==> src/rtl/mpmc11_pkg.sv <==
// ---------------------------------------------------------------------------
// mpmc11_pkg
// Shared types and constants for the mpmc11 memory controller slice.
// Holds the read-data collector state encoding and the default line
// buffer depth (in app_rd_data strips).
// ---------------------------------------------------------------------------
package mpmc11_pkg;

   // Default number of strips a single read line can hold.
   localparam int MPMC11_MAX_STRIPS = 8;

   // Read-data collector states.
   typedef enum logic [1:0] {
      RDC_IDLE,
      RDC_COLLECT,
      RDC_FIN
   } mpmc11_rdc_state_t;

endpackage

==> src/rtl/mpmc11_tmo_counter.sv <==
// ---------------------------------------------------------------------------
// mpmc11_tmo_counter
// Idle-cycle watchdog for the read-data collector. Counts cycles while
// en_i is high and raises hit_o once TMO-1 idle cycles have been seen, so
// the owner aborts on the TMO-th consecutive idle cycle.
// Ports:
//   clk     controller clock
//   rstn    asynchronous active-low reset
//   clear_i synchronous clear (wins over en_i)
//   en_i    count enable (one idle cycle)
//   hit_o   counter has reached TMO-1
// ---------------------------------------------------------------------------
module mpmc11_tmo_counter #(
   parameter int TMO = 1023
) (
   input  logic clk,
   input  logic rstn,
   input  logic clear_i,
   input  logic en_i,
   output logic hit_o
);

   localparam int            CW   = (TMO > 1) ? $clog2(TMO) : 1;
   localparam logic [CW-1:0] LAST = CW'(TMO - 1);

   logic [CW-1:0] cnt_q;
   logic [CW-1:0] cnt_d;

   assign hit_o = (cnt_q == LAST);

   // Next count: clear has priority; the count parks at LAST so it never
   // wraps while the owner is reacting to the hit.
   always_comb begin
      cnt_d = cnt_q;
      if (clear_i) begin
         cnt_d = '0;
      end else if (en_i && !hit_o) begin
         cnt_d = cnt_q + 1'b1;
      end
   end

   // Counter register.
   always_ff @(posedge clk or negedge rstn) begin
      if (!rstn) begin
         cnt_q <= '0;
      end else begin
         cnt_q <= cnt_d;
      end
   end

endmodule

==> src/rtl/mpmc11_app_rd_data_collect.sv <==
// ---------------------------------------------------------------------------
// mpmc11_app_rd_data_collect
// Captures MIG app_rd_data strips after a read command is accepted, builds
// them into a line buffer, counts them against num_strips, pulses done when
// the read finishes and keeps a sticky err for stray, malformed, oversized
// or timed-out reads.
// Ports:
//   clk, rstn        MIG ui_clk, asynchronous active-low reset
//   start            1-cycle pulse: read command accepted
//   num_strips       index of the last strip of this read
//   rd_valid/rd_end  app_rd_data_valid / app_rd_data_end
//   rd_data          app_rd_data strip
//   line_o           assembled line, strip n at [n*WID +: WID]
//   strip_cnt        strips captured in the current read
//   busy             collecting
//   done             1-cycle completion pulse (good or error)
//   err              sticky error, cleared by the next accepted start
// ---------------------------------------------------------------------------
module mpmc11_app_rd_data_collect
   import mpmc11_pkg::*;
#(
   parameter int WID        = 128,
   parameter int MAX_STRIPS = MPMC11_MAX_STRIPS,
   parameter int TMO        = 1023
) (
   input  logic                      clk,
   input  logic                      rstn,
   input  logic                      start,
   input  logic [5:0]                num_strips,
   input  logic                      rd_valid,
   input  logic                      rd_end,
   input  logic [WID-1:0]            rd_data,
   output logic [WID*MAX_STRIPS-1:0] line_o,
   output logic [5:0]                strip_cnt,
   output logic                      busy,
   output logic                      done,
   output logic                      err
);

   localparam int IW = (MAX_STRIPS > 1) ? $clog2(MAX_STRIPS) : 1;

   mpmc11_rdc_state_t                  state_q, state_d;
   logic [MAX_STRIPS-1:0][WID-1:0]     lineBuf_q, lineBuf_d;
   logic [5:0]                         stripCnt_q, stripCnt_d;
   logic [5:0]                         numStrips_q, numStrips_d;
   logic                               done_q, done_d;
   logic                               err_q, err_d;

   logic startTaken;
   logic startTooBig;
   logic isLast;
   logic tmoHit;
   logic tmoClear;
   logic tmoEn;

   // A start is only honoured outside COLLECT; in FIN it chains straight
   // into the next read without an IDLE bubble.
   assign startTaken  = start && (state_q != RDC_COLLECT);
   assign startTooBig = ({1'b0, num_strips} >= 7'(MAX_STRIPS));
   assign isLast      = (stripCnt_q == numStrips_q);
   assign tmoClear    = startTaken || ((state_q == RDC_COLLECT) && rd_valid);
   assign tmoEn       = (state_q == RDC_COLLECT) && !rd_valid;

   mpmc11_tmo_counter #(
      .TMO (TMO)
   ) u_tmo (
      .clk     (clk),
      .rstn    (rstn),
      .clear_i (tmoClear),
      .en_i    (tmoEn),
      .hit_o   (tmoHit)
   );

   // Next-state logic for the collector FSM, line buffer and flags. done is
   // produced here one cycle early so that the registered pulse lines up
   // with the FIN cycle.
   always_comb begin
      state_d     = state_q;
      lineBuf_d   = lineBuf_q;
      stripCnt_d  = stripCnt_q;
      numStrips_d = numStrips_q;
      done_d      = 1'b0;
      err_d       = err_q;

      case (state_q)
         RDC_IDLE, RDC_FIN: begin
            state_d = RDC_IDLE;
            if (startTaken) begin
               if (startTooBig) begin
                  err_d  = 1'b1;
                  done_d = 1'b1;
               end else begin
                  numStrips_d = num_strips;
                  stripCnt_d  = '0;
                  err_d       = 1'b0;
                  state_d     = RDC_COLLECT;
               end
            end
            // Stray beat: dropped, but it must poison err even when it
            // arrives together with a start that just cleared it.
            if (rd_valid) begin
               err_d = 1'b1;
            end
         end

         RDC_COLLECT: begin
            if (rd_valid) begin
               lineBuf_d[stripCnt_q[IW-1:0]] = rd_data;
               stripCnt_d                    = stripCnt_q + 6'd1;
               if (rd_end != isLast) begin
                  err_d = 1'b1;
               end
               if (isLast) begin
                  state_d = RDC_FIN;
                  done_d  = 1'b1;
               end
            end else if (tmoHit) begin
               err_d   = 1'b1;
               state_d = RDC_FIN;
               done_d  = 1'b1;
            end
         end

         default: begin
            state_d = RDC_IDLE;
         end
      endcase
   end

   // State and output registers; reset discards any read in flight.
   always_ff @(posedge clk or negedge rstn) begin
      if (!rstn) begin
         state_q     <= RDC_IDLE;
         lineBuf_q   <= '0;
         stripCnt_q  <= '0;
         numStrips_q <= '0;
         done_q      <= 1'b0;
         err_q       <= 1'b0;
      end else begin
         state_q     <= state_d;
         lineBuf_q   <= lineBuf_d;
         stripCnt_q  <= stripCnt_d;
         numStrips_q <= numStrips_d;
         done_q      <= done_d;
         err_q       <= err_d;
      end
   end

   assign line_o    = lineBuf_q;
   assign strip_cnt = stripCnt_q;
   assign busy      = (state_q == RDC_COLLECT);
   assign done      = done_q;
   assign err       = err_q;

endmodule

==> config.mk <==
export PLATFORM = sky130hd
export DESIGN_NAME = mpmc11_app_rd_data_collect
export DESIGN_NICKNAME = d
export VERILOG_FILES = /design/src/rtl/mpmc11_pkg.sv /design/src/rtl/mpmc11_tmo_counter.sv /design/src/rtl/mpmc11_app_rd_data_collect.sv
export SDC_FILE = /design/constraint.sdc
export NUM_CORES = 1
export LEC_CHECK = 0
export CAP_MARGIN = 20
export CELL_PAD_IN_SITES_DETAIL_PLACEMENT = 1
export CELL_PAD_IN_SITES_GLOBAL_PLACEMENT = 2
export CORE_AREA = 2 2 454 456
export DETAILED_ROUTE_END_ITERATION = 8
export DIE_AREA = 0 0 456 458
export GPL_ROUTABILITY_DRIVEN = 0
export PLACE_DENSITY = 0.63
export SKIP_CTS_REPAIR_TIMING = 1
export SLEW_MARGIN = 20
export SYNTH_ARGS = -nofsm -noshare
export SYNTH_HDL_FRONTEND = slang
export SYNTH_HIERARCHICAL = 1
export SYNTH_SLANG_ARGS = --single-unit
==> constraint.sdc <==
create_clock -name clk -period 3.7 [get_ports clk]
set_input_delay 0.555 -clock clk [delete_from_list [all_inputs] [get_ports clk]]
set_output_delay 0.555 -clock clk [all_outputs]
set_load 0.01 [all_outputs]
==> reports/metrics.csv, run 1 <==
metric;value;unit
status;complete, no violations;
CP Capture Type;output port;
Std-Cell Rows;166;
TritonRoute pass-1 iters;4;
worst endpoint required time;3.14;ns
Initial Utilization;19.8;%
Die ar.;209000;um2
Remaining DRCs;0;
setup total negative slack;0;ns
unrepaired setup endpoints after global routing;no;
number of buffers added on ports;1171;
crit path max fanout;12;
Vias;25386;
clk slew on worst S/H paths;0.06;ns
most common cell after layout, fill and taps aside;clkdlybuf4s50_1;
P&R area growth vs syn;47.6;%
CP Class;reg2out;
Period minus WS final;2.85;ns
Period Utilization, post-route;77.0;%
cells along the critical path;clkdlybuf4s50_1;
largest net degree at the start of global routing;79;
synthesized flop and latch total;1050;
detailed-route wire length;159;mm
Starting DRT DRC Count;1051;
TritonCTS Buffers;131;
Final Cell Area;59700;um2
cell area after synthesis;40400;um2
initial antenna violation count;23;
Util after Layout;29.3;%
CP max-delay cell;clkdlybuf4s50_1;
Max Freq;351;MHz
crit start category;flop;
placed inst area;55400;um2
static leakage;26.7;nW
IO Pins;1172;
layout cell share with drive strength beyond 1;29.0;%
clk root buf;clkbuf_16;
final antenna-violating net count;0;
maximum vdd drop;0.000408;V
first-pass GRT wire length;223;mm
clk_skew;0.0285;ns
htree depth;4;
library cells used by synthesis;54;
Synth async-reset ratio;100;%
clock buffer depth;3;
syn avg cell area;17.4;um2
Worst-Skew Late Latency;0.78;ns
pwr dens;788;nW/um2
CTS tree;built;
most frequent cells in the layout;1170 x clkdlybuf4s50_1, 1050 x dfrtp_1, 660 x mux2_2;
Global Route Usage Sum;14.9;%
Seq/Total Area, Yosys;65.0;%
max capacitance violation total;0;
clk sink count;1050;
crit path buf inv count;1;
Hold Violations, Final;0;
Routed wire per std cell;24.8;um
die height;458;um
vias in the first global route;27368;
Net Count, Synth;2468;
worst hold slack;0.329;ns
setup violators final;0;
core outline area;204000;um2
vias per inst;3.96;
fin. max-slew vios;0;
CP top delay family;buffers and inverters;
Max-slew headroom;30.1;%
Ys Warns;6;
cell count after synthesis;2326;
Nets;3754;
Worst-Margin Slew;1.05;ns
Hold Crit Class;in2reg;
number of flops mapped to enable cells by yosys;0;
peak per-stage delay on the critical path;0.82;ns
gr ovfl total;0;
ys flop type;dfrtp_1;
Die W;456;um
Detailed Place HPWL;116;mm
CP arrival;2.29;ns
cell type report:
class                   count  area, um2
diodes                     10       25.0
clock buffers             196       3810
clock inverters            34        447
fillers                 21731     144000
inverters                   4       15.0
multi-input cells        1150      12800
flip-flops and latches   1050      26300
well taps                2688       3360
repair buffers           1275      12900
where the power goes:
| part | internal (mW) | total [mW] | switching [mW] |
|---|---|---|---|
| Clock | 7.40 | 12.7 | 5.33 |
| Combinational | 9.70 | 16.8 | 7.11 |
| Sequential | 15.4 | 17.5 | 2.11 |
cell families (layout without fill, tap and decap cells):
family / Yosys count / count (layout) / share of synthesized area (%)
flops: 1050 / 1050 / 65.0
mux: 1027 / 1027 / 29.6
fa+ha+maj: 3 / 3 / 0.0928
compound gates: 32 / 32 / 0.563
other cells: 0 / 10 / 0
buf+inv: 126 / 1509 / 3.42
simple gates: 78 / 78 / 1.12
xor+xnor: 10 / 10 / 0.217
final timing paths:
kind                       slack (ns)              to           from  cells past startpoint
min in group asynchronous        0.39     line_o[149]           rstn                      2
hold reg to reg                  0.48     line_o[894]    line_o[894]                      1
hold / removal                   0.33  numStrips_q[2]  num_strips[2]                      3
setup / recovery                 0.85    strip_cnt[0]   strip_cnt[0]                      1
setup reg to reg                 1.32     line_o[292]   strip_cnt[0]                      4
max in group asynchronous        1.95     line_o[687]           rstn                      4
metrics by stage:
| step | worst slack [ns] | total power [mW] | instances |
|---|---|---|---|
| floorplan | 1.78 | 23.5 | 2326 |
| global placement | 0.624 | 34.6 | 6166 |
| detailed placement | 0.557 | 34.9 | 6166 |
| CTS | 0.702 | 48.0 | 6396 |
| global route | 0.703 | 49.3 | 6398 |
| finish | 0.852 | 47.1 | 6407 |
synth_stat cells, drive strengths merged, types with 2 or more instances:
cell type / n / area (um2)
a311oi: 2 / 17.5
and2: 5 / 31.3
and3: 3 / 20.0
nand2b: 3 / 18.8
o21ai: 6 / 30.0
and4: 2 / 17.5
nor3: 6 / 30.0
nand3b: 3 / 35.0
nand4: 3 / 25.0
xor2: 9 / 78.8
a21oi: 5 / 25.0
nand2: 20 / 75.1
dfrtp: 1050 / 26300
nor4: 2 / 12.5
and3b: 2 / 21.3
nand3: 8 / 40.0
inv: 4 / 15.0
a31oi: 3 / 18.8
nor2: 13 / 58.8
nor2b: 3 / 18.8
o311ai: 2 / 17.5
clkbuf: 2 / 7.51
o211ai: 3 / 22.5
mux2: 1026 / 12000
buf: 120 / 1360
ha: 3 / 37.5
a41oi: 2 / 17.5
and4b: 2 / 23.8
registers in the layout (all words and copies together), names as in the netlist:
name         count
strip_cnt        6
state_q          2
u_tmo/cnt_q     10
err              1
done             1
numStrips_q      6
line_o        1024
layer usage:
| metal | track usage, % | wire (um) | vias to the layer above |
|---|---|---|---|
| met5 | 0 | 84 | - |
| met4 | 5.01 | 5060 | 12 |
| met3 | 4.50 | 10300 | 227 |
| met2 | 26.6 | 82300 | 770 |
| met1 | 16.8 | 60900 | 13515 |
| li1 | - | - | 10862 |
(Power assumes the default switching activity.)
==> inputs of run 2 (changes only) <==
--- a/config.mk
+++ b/config.mk
@@ -8,11 +8,11 @@
 export CAP_MARGIN = 20
 export CELL_PAD_IN_SITES_DETAIL_PLACEMENT = 1
 export CELL_PAD_IN_SITES_GLOBAL_PLACEMENT = 2
-export CORE_AREA = 2 2 454 456
+export CORE_AREA = 2 2 460 462
 export DETAILED_ROUTE_END_ITERATION = 8
-export DIE_AREA = 0 0 456 458
+export DIE_AREA = 0 0 462 464
 export GPL_ROUTABILITY_DRIVEN = 0
-export PLACE_DENSITY = 0.63
+export PLACE_DENSITY = 0.62
 export SKIP_CTS_REPAIR_TIMING = 1
 export SLEW_MARGIN = 20
 export SYNTH_ARGS = -nofsm -noshare
==> constraint.sdc (replaced) <==
create_clock -name clk -period 2.7 [get_ports clk]
set_input_delay 0.405 -clock clk [delete_from_list [all_inputs] [get_ports clk]]
set_output_delay 0.405 -clock clk [all_outputs]
set_load 0.01 [all_outputs]
==> run 2 against run 1 <==
Combinational power is 36% higher. Flip-flop and latch count stayed put. Largest cell class unchanged. Clock-buffer cell count is 5 lower. Highest routed layer unchanged. Clock skew is 0.0011 ns lower. Non-clock buffer count is 51 higher. Die area is 2.6% higher. Global-route usage is 0.24 points lower. Core utilization is 0.60 points lower. Sequential share of layout area is 0.24 points lower. Clock power is 30% higher. Critical path depth is 2 higher.
==> reports/metrics.csv, run 2 (synthesized netlist as in run 1, its figures left out) <==
metric;value;unit;change
CP Class;reg2out;;
unrepaired setup endpoints after global routing;no;;
hold path depth;3;;unchanged
Detailed Place HPWL;117;mm;+1.3%
min-delay src;num_strips[0];;
Hold EP;numStrips_q[0];;
max capacitance violation total;0;;unchanged
Remaining DRCs;0;;unchanged
placed cells;6334;;+2.7%
R2R cell count;6;;+2
Nets;3794;;+1.1%
crit path max fanout;5;;-7
layout cell share with drive strength beyond 1;29.9;%;+0.86 points
Period minus WS final;2.54;ns;
Worst-Margin Slew;0.928;ns;-0.120 ns
htree depth;3;;-1
status;complete, no violations;;
vias per inst;3.92;;-1.0%
R2R Path Start;state_q[0];;
worst hold slack;0.200;ns;-0.130 ns
max FFs per register;1024;;unchanged
CP Capture Type;output port;;
Worst-Skew Late Latency;0.76;ns;-0.02 ns
worst endpoint required time;2.30;ns;-0.84 ns
Hold Violations, Final;0;;unchanged
CTS tree;built;;
clk_skew;0.0274;ns;-0.00112 ns
most frequent cells in the layout;1170 x clkdlybuf4s50_1, 1049 x dfrtp_1, 660 x mux2_2;;
reg2reg setup slack;0.50;ns;-0.82 ns
first-pass GRT wire length;225;mm;+1.1%
Die ar.;214000;um2;+2.6%
vias in the first global route;28218;;+3.1%
clk slew on worst S/H paths;0.06;ns;about the same
pwr dens;1060;nW/um2;+34%
Die W;462;um;+1.3%
Hold Crit Class;in2reg;;
Period Utilization, post-route;94.1;%;
maximum vdd drop;0.000565;V;+38%
Std-Cell Rows;168;;+1.2%
crit start category;flop;;
detailed-route wire length;161;mm;+1.2%
Max-slew headroom;37.5;%;+7.4 points
Final Cell Area;60000;um2;+0.55%
core outline area;209000;um2;+2.6%
placed inst area;56000;um2;+1.1%
setup violators final;0;;unchanged
worst setup margin;0.158;ns;-0.693 ns
fin. max-slew vios;0;;unchanged
TritonCTS Buffers;120;;-8.4%
Routed wire per std cell;24.5;um;-1.2%
clock buffer depth;3;;unchanged
Vias;25724;;+1.3%
setup total negative slack;0;ns;unchanged
IO Pins;1172;;unchanged
Starting DRT DRC Count;861;;-18%
gr ovfl total;0;;unchanged
Initial Utilization;19.3;%;-0.51 points
clk sink count;1050;;unchanged
Global Route Usage Sum;14.7;%;-0.24 points
final antenna-violating net count;0;;unchanged
CP arrival;2.14;ns;-0.15 ns
Max Freq;393;MHz;
initial antenna violation count;31;;+35%
TritonRoute pass-1 iters;5;;+1
post-route insts no fill;6560;;+2.4%
worst slack, placed;0.0410;ns;-0.516 ns
largest net degree at the start of global routing;80;;+1.3%
most common cell after layout, fill and taps aside;clkdlybuf4s50_1;;
die height;464;um;+1.3%
static leakage;26.9;nW;+0.66%
Worst R2R End;u_tmo/cnt_q[8];;
clk root buf;clkbuf_16;;
P&R area growth vs syn;48.4;%;
number of buffers added on ports;1171;;unchanged
## run 2: changes by cell type in the layout (fill, tap and decap cells not counted), sizes merged
cell / change
clkinv: -4
clkbuf: -5
buf: +51
diode: -4
clkinvlp: -2
bufinv: +3
inv: -3
## run 2: cell type report
| class | count | area (um2) |
|---|---|---|
| fill | 22361 | 149000 |
| sequential | 1050 | 26300 |
| timing repair buffer | 1326 | 13400 |
| multi-input combinational | 1150 | 12800 |
| clock buffer | 191 | 3600 |
| tap | 2805 | 3510 |
| clock inverter | 28 | 359 |
| inverter | 4 | 15.0 |
| antenna | 6 | 15.0 |
## run 2: critical path, stage by stage (launching register included)
cell             delay [ns]
dfrtp_1                0.41
nand2b_1               0.23
inv_1                  0.14
clkdlybuf4s50_1        0.62
## run 2: routing by layer
metal,share of wire [%],up-vias,track usage [%],wire length [um]
li1,-,10948,-,-
met1,40,13532,17.4,64600
met2,46,983,23.6,74500
met3,10,239,6.12,16300
met4,3.2,22,5.13,5120
met5,0.077,-,0,123
## run 2: worst max-delay path by stage
stage | start | to | slack (ns) | cells after the start
floorplan | rd_valid | line_o[677] | 0.93 | 6
global placement | rd_valid | line_o[796] | 0.07 | 7
detailed placement | rd_valid | line_o[796] | 0.04 | 7
CTS | state_q[0] | busy | -0.01 | 3
global route | state_q[1] | busy | 0.006 | 3
finish | state_q[1] | busy | 0.16 | 3
## run 2: power breakdown
| group | internal, mW | leakage (nW) | switching [mW] |
|---|---|---|---|
| sequential | 21.1 | 13.9 | 2.92 |
| combinational | 13.3 | 11.0 | 9.57 |
| clock | 9.65 | 1.95 | 6.89 |
| total | 44.1 | 26.9 | 19.4 |
## run 2: per-stage QoR
stage                     utilization, %  total power, mW
after floorplan                        -             32.2
after global placement              26.8             47.1
after detailed placement            26.8             47.5
after CTS                           28.7             64.6
after global routing                28.7             66.8
final                               28.7             63.5
==> inputs of run 3 (changes only) <==
--- a/config.mk
+++ b/config.mk
@@ -5,7 +5,6 @@
 export SDC_FILE = /design/constraint.sdc
 export NUM_CORES = 1
 export LEC_CHECK = 0
-export CAP_MARGIN = 20
 export CELL_PAD_IN_SITES_DETAIL_PLACEMENT = 1
 export CELL_PAD_IN_SITES_GLOBAL_PLACEMENT = 2
 export CORE_AREA = 2 2 460 462
@@ -19,3 +18,4 @@
 export SYNTH_HDL_FRONTEND = slang
 export SYNTH_HIERARCHICAL = 1
 export SYNTH_SLANG_ARGS = --single-unit
+export TNS_END_PERCENT = 50
==> results of run 3 <==
The final DEF is identical to that of run 2; final timing and power are the same.
